[src/rtl/instr_mem_sync_if.sv]
// rtl/instr_mem_sync_if.sv - fetch and program-load bus for instr_mem_sync
// Parity signals exist only when IMEM_PARITY_EN is defined.
interface instr_mem_sync_if #(
  parameter int ADDR_W = 32,
  parameter int INS_W  = 32
);
  logic              fetch_req;
  logic [ADDR_W-1:0] fetch_addr;
  logic              stall;
  logic [INS_W-1:0]  instr;
  logic              instr_valid;
  logic              fetch_fault;
  logic              mem_ready;
  logic              prog_we;
  logic [ADDR_W-1:0] prog_addr;
  logic [INS_W-1:0]  prog_data;
`ifdef IMEM_PARITY_EN
  logic              parity_err;
  logic              prog_par_inv;
`endif

  modport master (
    output fetch_req, fetch_addr, stall, prog_we, prog_addr, prog_data,
`ifdef IMEM_PARITY_EN
    output prog_par_inv,
    input  parity_err,
`endif
    input  instr, instr_valid, fetch_fault, mem_ready
  );

  modport slave (
    input  fetch_req, fetch_addr, stall, prog_we, prog_addr, prog_data,
`ifdef IMEM_PARITY_EN
    input  prog_par_inv,
    output parity_err,
`endif
    output instr, instr_valid, fetch_fault, mem_ready
  );
endinterface

[src/rtl/instr_mem_sync.sv]
// rtl/instr_mem_sync.sv - synchronous-read instruction memory with NOP clear and program-load port
// Optional per-word even parity is enabled with IMEM_PARITY_EN.
module instr_mem_sync #(
  parameter int               ADDR_W   = 32,
  parameter int               INS_W    = 32,
  parameter int               DEPTH    = 64,
  parameter logic [INS_W-1:0] NOP_WORD = 32'h0000_0013
) (
  input  logic              clk,
  input  logic              rst_n,
  instr_mem_sync_if.slave   bus
);
  localparam int AW = $clog2(DEPTH);
`ifdef IMEM_PARITY_EN
  localparam int MW = INS_W + 1;
`else
  localparam int MW = INS_W;
`endif
  localparam logic [ADDR_W-1:0] LIMIT = ADDR_W'(DEPTH * 4);

  typedef enum logic {S_INIT = 1'b0, S_READY = 1'b1} state_t;

  state_t         state, state_nx;
  logic [AW-1:0]  cnt, cnt_nx;
  logic [MW-1:0]  mem [DEPTH];
  logic [MW-1:0]  rd_q;
  logic           valid_q, fault_q, nop_q;

  logic           we;
  logic [AW-1:0]  waddr;
  logic [MW-1:0]  wdata;
  logic [MW-1:0]  nop_entry, prog_entry;
  logic           prog_ok, fetch_bad, accept;
  logic [AW-1:0]  ridx, pidx;

  assign ridx      = bus.fetch_addr[AW+1:2];
  assign pidx      = bus.prog_addr[AW+1:2];
  assign fetch_bad = (bus.fetch_addr[1:0] != 2'b00) || (bus.fetch_addr >= LIMIT);
  assign prog_ok   = (bus.prog_addr[1:0] == 2'b00) && (bus.prog_addr < LIMIT);
  assign accept    = bus.fetch_req && (state == S_READY) && !bus.stall;

`ifdef IMEM_PARITY_EN
  assign nop_entry  = {^NOP_WORD, NOP_WORD};
  assign prog_entry = {(^bus.prog_data) ^ bus.prog_par_inv, bus.prog_data};
`else
  assign nop_entry  = NOP_WORD;
  assign prog_entry = bus.prog_data;
`endif

  always_ff @(posedge clk or negedge rst_n) begin
    if (!rst_n) begin
      state <= S_INIT;
      cnt   <= '0;
    end else begin
      state <= state_nx;
      cnt   <= cnt_nx;
    end
  end

  // The clear sequencer owns the single write port until READY.
  always_comb begin
    state_nx = state;
    cnt_nx   = cnt;
    we       = 1'b0;
    waddr    = pidx;
    wdata    = prog_entry;
    if (state == S_INIT) begin
      we     = 1'b1;
      waddr  = cnt;
      wdata  = nop_entry;
      cnt_nx = cnt + 1'b1;
      if (cnt == AW'(DEPTH - 1))
        state_nx = S_READY;
    end else begin
      we = bus.prog_we && prog_ok;
    end
  end

  always_ff @(posedge clk) begin
    if (we)
      mem[waddr] <= wdata;
  end

  // Raw RAM output register; read-first falls out of the shared edge.
  always_ff @(posedge clk) begin
    if (accept)
      rd_q <= mem[ridx];
  end

  always_ff @(posedge clk or negedge rst_n) begin
    if (!rst_n) begin
      valid_q <= 1'b0;
      fault_q <= 1'b0;
      nop_q   <= 1'b1;
    end else if (!bus.stall) begin
      valid_q <= accept;
      fault_q <= accept && fetch_bad;
      if (accept)
        nop_q <= fetch_bad;
    end
  end

  assign bus.instr_valid = valid_q;
  assign bus.fetch_fault = fault_q;
  assign bus.mem_ready   = (state == S_READY);

`ifdef IMEM_PARITY_EN
  logic par_bad;
  assign par_bad        = ^rd_q;
  assign bus.instr      = (nop_q || par_bad) ? NOP_WORD : rd_q[INS_W-1:0];
  assign bus.parity_err = valid_q && !nop_q && par_bad;
`else
  assign bus.instr      = nop_q ? NOP_WORD : rd_q;
`endif
endmodule

[src/flat_wrapper.sv]
// flat-port wrapper written by rule: the top's interface ports become plain ports
module instr_mem_sync_flat 
#(
  parameter int               ADDR_W   = 32,
  parameter int               INS_W    = 32,
  parameter int               DEPTH    = 64,
  parameter logic [INS_W-1:0] NOP_WORD = 32'h0000_0013
)
  (clk, rst_n, bus_fetch_req, bus_fetch_addr, bus_stall, bus_prog_we, bus_prog_addr, bus_prog_data, bus_instr, bus_instr_valid, bus_fetch_fault, bus_mem_ready);
  instr_mem_sync_if #(.ADDR_W(ADDR_W), .INS_W(INS_W)) bus_i ();
  input  logic clk;
  input  logic rst_n;
  input wire logic [$bits(bus_i.fetch_req)-1:0] bus_fetch_req;
  input wire logic [$bits(bus_i.fetch_addr)-1:0] bus_fetch_addr;
  input wire logic [$bits(bus_i.stall)-1:0] bus_stall;
  input wire logic [$bits(bus_i.prog_we)-1:0] bus_prog_we;
  input wire logic [$bits(bus_i.prog_addr)-1:0] bus_prog_addr;
  input wire logic [$bits(bus_i.prog_data)-1:0] bus_prog_data;
  output wire logic [$bits(bus_i.instr)-1:0] bus_instr;
  output wire logic [$bits(bus_i.instr_valid)-1:0] bus_instr_valid;
  output wire logic [$bits(bus_i.fetch_fault)-1:0] bus_fetch_fault;
  output wire logic [$bits(bus_i.mem_ready)-1:0] bus_mem_ready;
  assign bus_i.fetch_req = bus_fetch_req;
  assign bus_i.fetch_addr = bus_fetch_addr;
  assign bus_i.stall = bus_stall;
  assign bus_i.prog_we = bus_prog_we;
  assign bus_i.prog_addr = bus_prog_addr;
  assign bus_i.prog_data = bus_prog_data;
  assign bus_instr = bus_i.instr;
  assign bus_instr_valid = bus_i.instr_valid;
  assign bus_fetch_fault = bus_i.fetch_fault;
  assign bus_mem_ready = bus_i.mem_ready;
  instr_mem_sync #(.ADDR_W(ADDR_W), .INS_W(INS_W), .DEPTH(DEPTH), .NOP_WORD(NOP_WORD)) u_core (.clk(clk), .rst_n(rst_n), .bus(bus_i));
endmodule
[config.mk]
export PLATFORM = sky130hd
export DESIGN_NAME = instr_mem_sync_flat
export DESIGN_NICKNAME = d
export VERILOG_FILES = /design/src/rtl/instr_mem_sync_if.sv /design/src/rtl/instr_mem_sync.sv /design/src/flat_wrapper.sv
export SDC_FILE = /design/constraint.sdc
export NUM_CORES = 2
export LEC_CHECK = 0
export CORE_ASPECT_RATIO = 1.75
export CORE_MARGIN = 2
export CORE_UTILIZATION = 45
export CTS_BUF_LIST = sky130_fd_sc_hd__clkbuf_4 sky130_fd_sc_hd__clkbuf_8 sky130_fd_sc_hd__clkbuf_16
export DETAILED_ROUTE_END_ITERATION = 8
export HOLD_SLACK_MARGIN = 0.06
export SLEW_MARGIN = 20
export SYNTH_ARGS = -nofsm -noshare
export SYNTH_HDL_FRONTEND = slang
export SYNTH_SLANG_ARGS = --single-unit
[constraint.sdc]
create_clock -name clk -period 3.3 [get_ports clk]
set_clock_uncertainty 0.1 [all_clocks]
set_input_delay 0.66 -clock clk [delete_from_list [all_inputs] [get_ports clk]]
set_output_delay 0.66 -clock clk [all_outputs]
set_load 0.03 [all_outputs]
======== After elaboration in Yosys (flattened, before gate mapping) ========
Memory sizes are Yosys's and may differ from the RTL's. A register that Yosys moved wholly into a read port is not among the register bits.
Cells that the tools add are included.
storage, ports and cells
  flip-flop bits (word level) ............. 10
  memories kept ........................... 1
  output and inout bits ................... 35
  input bits .............................. 101
  RAM bits ................................ 2048
  word-level logic and storage cells ...... 29
memories
  name        depth  width  read ports  clocked after memory_dff  wr ports  line                  text
  u_core.mem  64     32     1           1                         1         instr_mem_sync.sv:25  logic [MW-1:0] mem [DEPTH];
operators by class
  reductions and logical operators ........ 10
  muxes and demuxes ....................... 8
  magnitude comparators ................... 2
  bitwise logic cells ..................... 1
  equal/unequal tests ..................... 1
  add/subtract/negate cells ............... 1
operator list
  kind                                                                 count
  two-way mux 32 bit                                                   2
  greater-or-equal comparator 32 x 9 -> 1 bit (second input constant)  1
  < comparator 32 x 9 -> 1 bit (second input constant)                 1
  adder 6 x 1 -> 6 bit (second input constant)                         1
  == test 6 bit (second input constant)                                1
  two-way mux 6 bit                                                    1
  logical AND 1 bit                                                    5
  two-way mux 1 bit                                                    5
  zero test 2 bit                                                      1
  AND reduction 2 bit                                                  1
  nonzero test 2 bit                                                   1
  zero test 1 bit                                                      1
  logical OR 1 bit                                                     1
  inverter 1 bit                                                       1

======== Logic depth before layout (Yosys ltp) ========
  depth in word-level cells ............... 6
  gate-level depth with buffers ........... 11
  gate-level depth less buffers ........... 5

======== Worst setup path before layout ========
OpenSTA, ideal clock, no wires.
  path kind ............................... input -> register
  from .................................... in bus_prog_addr[25]
  to ...................................... mem u_core.mem[18][0] in the netlist's numbering (enable)
  stages on the path ...................... 5
  required time ........................... 2779 ps
  path slack .............................. -470 ps
  path buffers ............................ 0
  library setup time ...................... 421 ps
  arrival ................................. 3249 ps
  cells stage by stage .................... nor4b_1 > nand4_1 > o32ai_1 > nand2_1 > nor2_1
on the way
  cells in the longest elaborated chain, start to end .. 6
RTL lines
  what                                     line                  text
  from (decl)                              flat_wrapper.sv:17    input wire logic [$bits(bus_i.prog_addr)-1:0] bus_prog_addr;
  < comparator 32 x 9 -> 1 bit             instr_mem_sync.sv:39  assign prog_ok = (bus.prog_addr[1:0] == 2'b00) && (bus.prog_addr < LIMIT);
  logical AND 1 bit                        instr_mem_sync.sv:39
  logical AND 1 bit                        instr_mem_sync.sv:75  we = bus.prog_we && prog_ok;
  two-way mux 1 bit                        instr_mem_sync.sv:67  if (state == S_INIT) begin
  two-way mux 1 bit                        instr_mem_sync.sv:80  if (we)
  two-way mux 1 bit (not written as such)  instr_mem_sync.sv:81  mem[waddr] <= wdata;
  to (decl)                                instr_mem_sync.sv:25
No other way between the ends.

======== Worst setup path in the final report ========
  from .................................... reg u_core.nop_q
  to ...................................... out bus_instr[24]
on the way
  cells in the longest elaborated chain, start to end .. 1
RTL lines
  what                    line                   text
  from (decl)             instr_mem_sync.sv:27   logic valid_q, fault_q, nop_q;
  from (signal assigned)  instr_mem_sync.sv:99   nop_q <= fetch_bad;
  two-way mux 32 bit      instr_mem_sync.sv:113  assign bus.instr = nop_q ? NOP_WORD : rd_q;
  to (decl)               flat_wrapper.sv:19     output wire logic [$bits(bus_i.instr)-1:0] bus_instr;
No other way between the ends.

==> out/results.ini <==
[sta]
setup_viol = 0
slew_viol_final = 0
finalHoldViolCount = 0
max_freq_mhz = 314
worstMarginPinSlew_ps = 958
hold_ws_ps = 340
min_period_over_period_pct = 96.7
fin_setup_tns_ps = 0
rsz0062_at_grt = false
min_period_ps = 3190
maxSlewHeadroom_pct = 36.1

[floorplan]
initial_utilization_pct = 45.2
die_area_um2 = 182000
rows = 205
die_w_um = 323
design.core.area_um2 = 178000
die_h_um = 563
ios = 136

[global_route]
grt_util_all_layers_pct = 23.4
grt_use_met2_pct = 43.1
first_global_vias = 40400
antenna_found_initial = 7
grt_pass1_wl_mm = 298
grt_overflow = 0
top_usage_layer = met2
grt_util_met3_pct = 2.80
grt_max_degree = 65
met1_usage_pct = 28.8

[worst_hold_path]
hold_class = input pin to register

[drt]
dr.pass1.iters = 5
drtIter0Drc = 4180
via_per_inst = 5.83
wl_per_cell_um = 31.7
vias = 38900
drc_errors = 0
drt-total-wl_mm = 212
final_antenna_net_count = 0

[critical_path]
cp-startpoint = u_core.nop_q
slowest_delay_ps = 720
reg2reg_to = u_core.mem[23][20]
crit_slowest_cell = dfstp_4
rr_startpoint = u_core.bus.mem_ready
path_cells = buf_4 > nor2b_1 > clkdlybuf4s50_1
crit_family = buffers and inverters
crit_path_start_kind = register
reg2reg_slack_ps = 650
ff2ff_path_depth = 8
cp.required_ps = 2540
crit_type = register to primary output
worst-path-buf-inv = 2
crit_arrival_ps = 2430
critical_path_peak_fanout = 7
endpoint_kind = primary output
endpoint = bus_instr[24]
path_depth = 3

[placement]
placed_area_um2 = 90000
hpwl_mm = 142
io_buffers = 135
globalplace.congestion = 0.855

[synthesis]
synth_warnings = 0
synth_top_flop_cell = edfxtp_1
syn_area_um2 = 80300
syn_nets = 3637
ys_seq_elements = 2090
synthCells = 3535
avgSynthCellArea_um2 = 22.7
synth-seq-area-share_pct = 78.0
synth-edff-count = 2080
postSynth.asyncResetShare_pct = 0.478
yosysUniqueCellTypes = 51

[finish]
fill_cells = 13400
register_area_um2 = 62700
syn2layout_area_growth_pct = 19.7
multi_input_area_um2 = 17200
final_area_um2 = 96100
fin_nets = 4249
fin_util_pct = 54.1
drive_gt1_share_pct = 33.5

[cts]
path_clk_slew_ps = 60
clockRootBuffer = clkbuf_16
cts.htree.levels = 4
clkLatencyLatePin_ps = 820
cts_sinks = 2090
cts_max_path_buffers = 4
post_cts_buffers = 0
cts_made_buffers = 187
cts_tree = done

[power]
ir_worst_vdd_uv = 399
clkPwrFrac_pct = 42.1
power.static_leakage_uw = 0.0257
combPwrFrac_pct = 3.1
switching_share_pct = 19.6
p_total_uw = 52400
power.density_nw_per_um2 = 545
internal_power_uw = 42100
seq_power_share_pct = 54.8
power_switching_uw = 10300

[outcome]
outcome = completed

[flow_run]
maxCapViolCount = 0

-- area by class of cell --
type                    instances  share of cell area (%)
flip-flops and latches       2090                    65.2
multi-input cells            1250                    17.9
repair buffers                609                    7.35
clock buffers                 232                    5.27
well taps                    2380                    3.10
clock inverters               100                    1.12
inverters                       9                  0.0377
diodes                          3                 0.00781
-- worst min-delay path by stage --
| stage | slack (ps) | to | cells past startpoint | start |
|---|---|---|---|---|
| final | 340 | u_core.bus.fetch_fault | 3 | bus_stall |
| after global routing | 340 | u_core.bus.fetch_fault | 3 | bus_stall |
| after CTS | 300 | u_core.bus.fetch_fault | 3 | bus_stall |
| after detailed placement | 390 | u_core.bus.fetch_fault | 2 | u_core.bus.fetch_fault |
| after global placement | 370 | u_core.bus.instr_valid | 2 | u_core.bus.instr_valid |
| after floorplan | 260 | u_core.bus.fetch_fault | 0 | rst_n |
-- what timing repair did --
item | CTS | global route
resized for setup | 25 | 1
endpoints found under the setup margin | 297 | 1
hold buffers | 1 | 0
hold endpoints to repair | 3 | 0
-- sequential cells by signal, indices dropped and copies added (netlist names) --
| name | flops |
|---|---|
| u_core.bus.fetch_fault | 1 |
| u_core.bus.instr_valid | 1 |
| u_core.rd_q | 32 |
| u_core.nop_q | 1 |
| u_core.mem | 2048 |
| u_core.bus.mem_ready | 1 |
| u_core.cnt | 6 |
-- metal layers --
metal	up-vias	part of all wire [%]
met5	-	0.013
li1	16200	-
met4	4	2.8
met3	289	5.4
met2	1326	55
met1	21100	37
-- power groups by stage --
stage | registers [µW] | logic (µW) | clock network, µW
floorplan | 29300 | 836 | 0
global placement | 29300 | 1620 | 0
detailed placement | 29300 | 1620 | 0
CTS | 28700 | 1620 | 22400
global route | 28700 | 1690 | 23400
finish | 28700 | 1610 | 22000
-- worst reg2reg max path, delay by kind of cell, from the launching register on --
| kind | cells | cell delay, ps |
|---|---|---|
| compound gates | 1 | 270 |
| flops | 1 | 570 |
| simple gates | 3 | 390 |
| buf+inv | 4 | 970 |
-- cell usage in the layout, fill, tap and decap left out, types with 11 or more instances in the layout --
master and count:
clkbuf_4 42, and2_2 26, a211oi_1 21, o22ai_1 48
nor2b_1 37, a221oi_1 13, clkinv_2 27, clkinvlp_4 12
buf_4 300, a22oi_1 23, nor2_4 63, nor4_1 11
dlygate4sd2_1 20, nand2_1 81, nor3_1 22, nor2_1 38
bufinv_16 22, o21ai_0 23, a211o_1 15, mux2i_1 145
clkbuf_16 190, clkinv_1 32, mux4_2 523, nand3_1 24
edfxtp_1 2080, mux2_2 23, buf_12 172, a21oi_1 27
clkdlybuf4s50_1 110
-- cell families (layout without fill, tap and decap cells) --
kind of cell | count (synthesis) | count (layout) | synth area share, %
buffers and inverters | 195 | 950 | 1.23
flip-flops | 2090 | 2090 | 78.0
adder cells (fa/ha/maj) | 1 | 1 | 0.0156
AO/OA/AOI/OAI | 212 | 212 | 1.83
multiplexers | 691 | 691 | 16.8
XOR/XNOR | 5 | 5 | 0.0545
other | 0 | 3 | 0
AND/OR/NAND/NOR | 341 | 341 | 2.03
-- cell usage after synthesis (3+ instances only) --
| library cell | number | area, µm² |
|---|---|---|
| a22o_1 | 7 | 61.3 |
| o21ai_1 | 4 | 20.0 |
| mux2_2 | 23 | 259 |
| o211ai_1 | 5 | 37.5 |
| o21ai_0 | 23 | 115 |
| buf_2 | 70 | 350 |
| a211oi_1 | 21 | 158 |
| mux4_2 | 523 | 11800 |
| o22ai_1 | 48 | 300 |
| nor4_1 | 12 | 75.1 |
| mux2i_1 | 145 | 1450 |
| inv_1 | 9 | 33.8 |
| a22oi_1 | 23 | 173 |
| o221ai_1 | 3 | 26.3 |
| nand2_1 | 81 | 304 |
| and3_1 | 3 | 18.8 |
| buf_6 | 10 | 113 |
| buf_1 | 21 | 78.8 |
| buf_4 | 20 | 150 |
| and2_1 | 34 | 213 |
| nand2b_1 | 10 | 62.6 |
| o2111ai_1 | 4 | 35.0 |
| nor2b_1 | 40 | 250 |
| a211o_1 | 15 | 131 |
| xnor2_1 | 5 | 43.8 |
| or2_2 | 4 | 25.0 |
| nor2_1 | 101 | 379 |
| nor3_1 | 22 | 110 |
| edfxtp_1 | 2080 | 62500 |
| a221oi_1 | 13 | 114 |
| nand3_1 | 24 | 120 |
| a21oi_1 | 27 | 135 |
| o31ai_1 | 3 | 22.5 |
| dfrtp_1 | 9 | 225 |
| o32ai_1 | 7 | 61.3 |
| a21boi_0 | 3 | 22.5 |
| clkbuf_1 | 63 | 236 |
-- metrics by stage --
step,setup slack [ps],std cells
final,110,6673
after global routing,11.0,6671
after CTS,5.64,6670
after floorplan,-470,3535
after global placement,-853,6337
after detailed placement,-962,6337
Note: power is estimated with default switching activity, not from simulation.
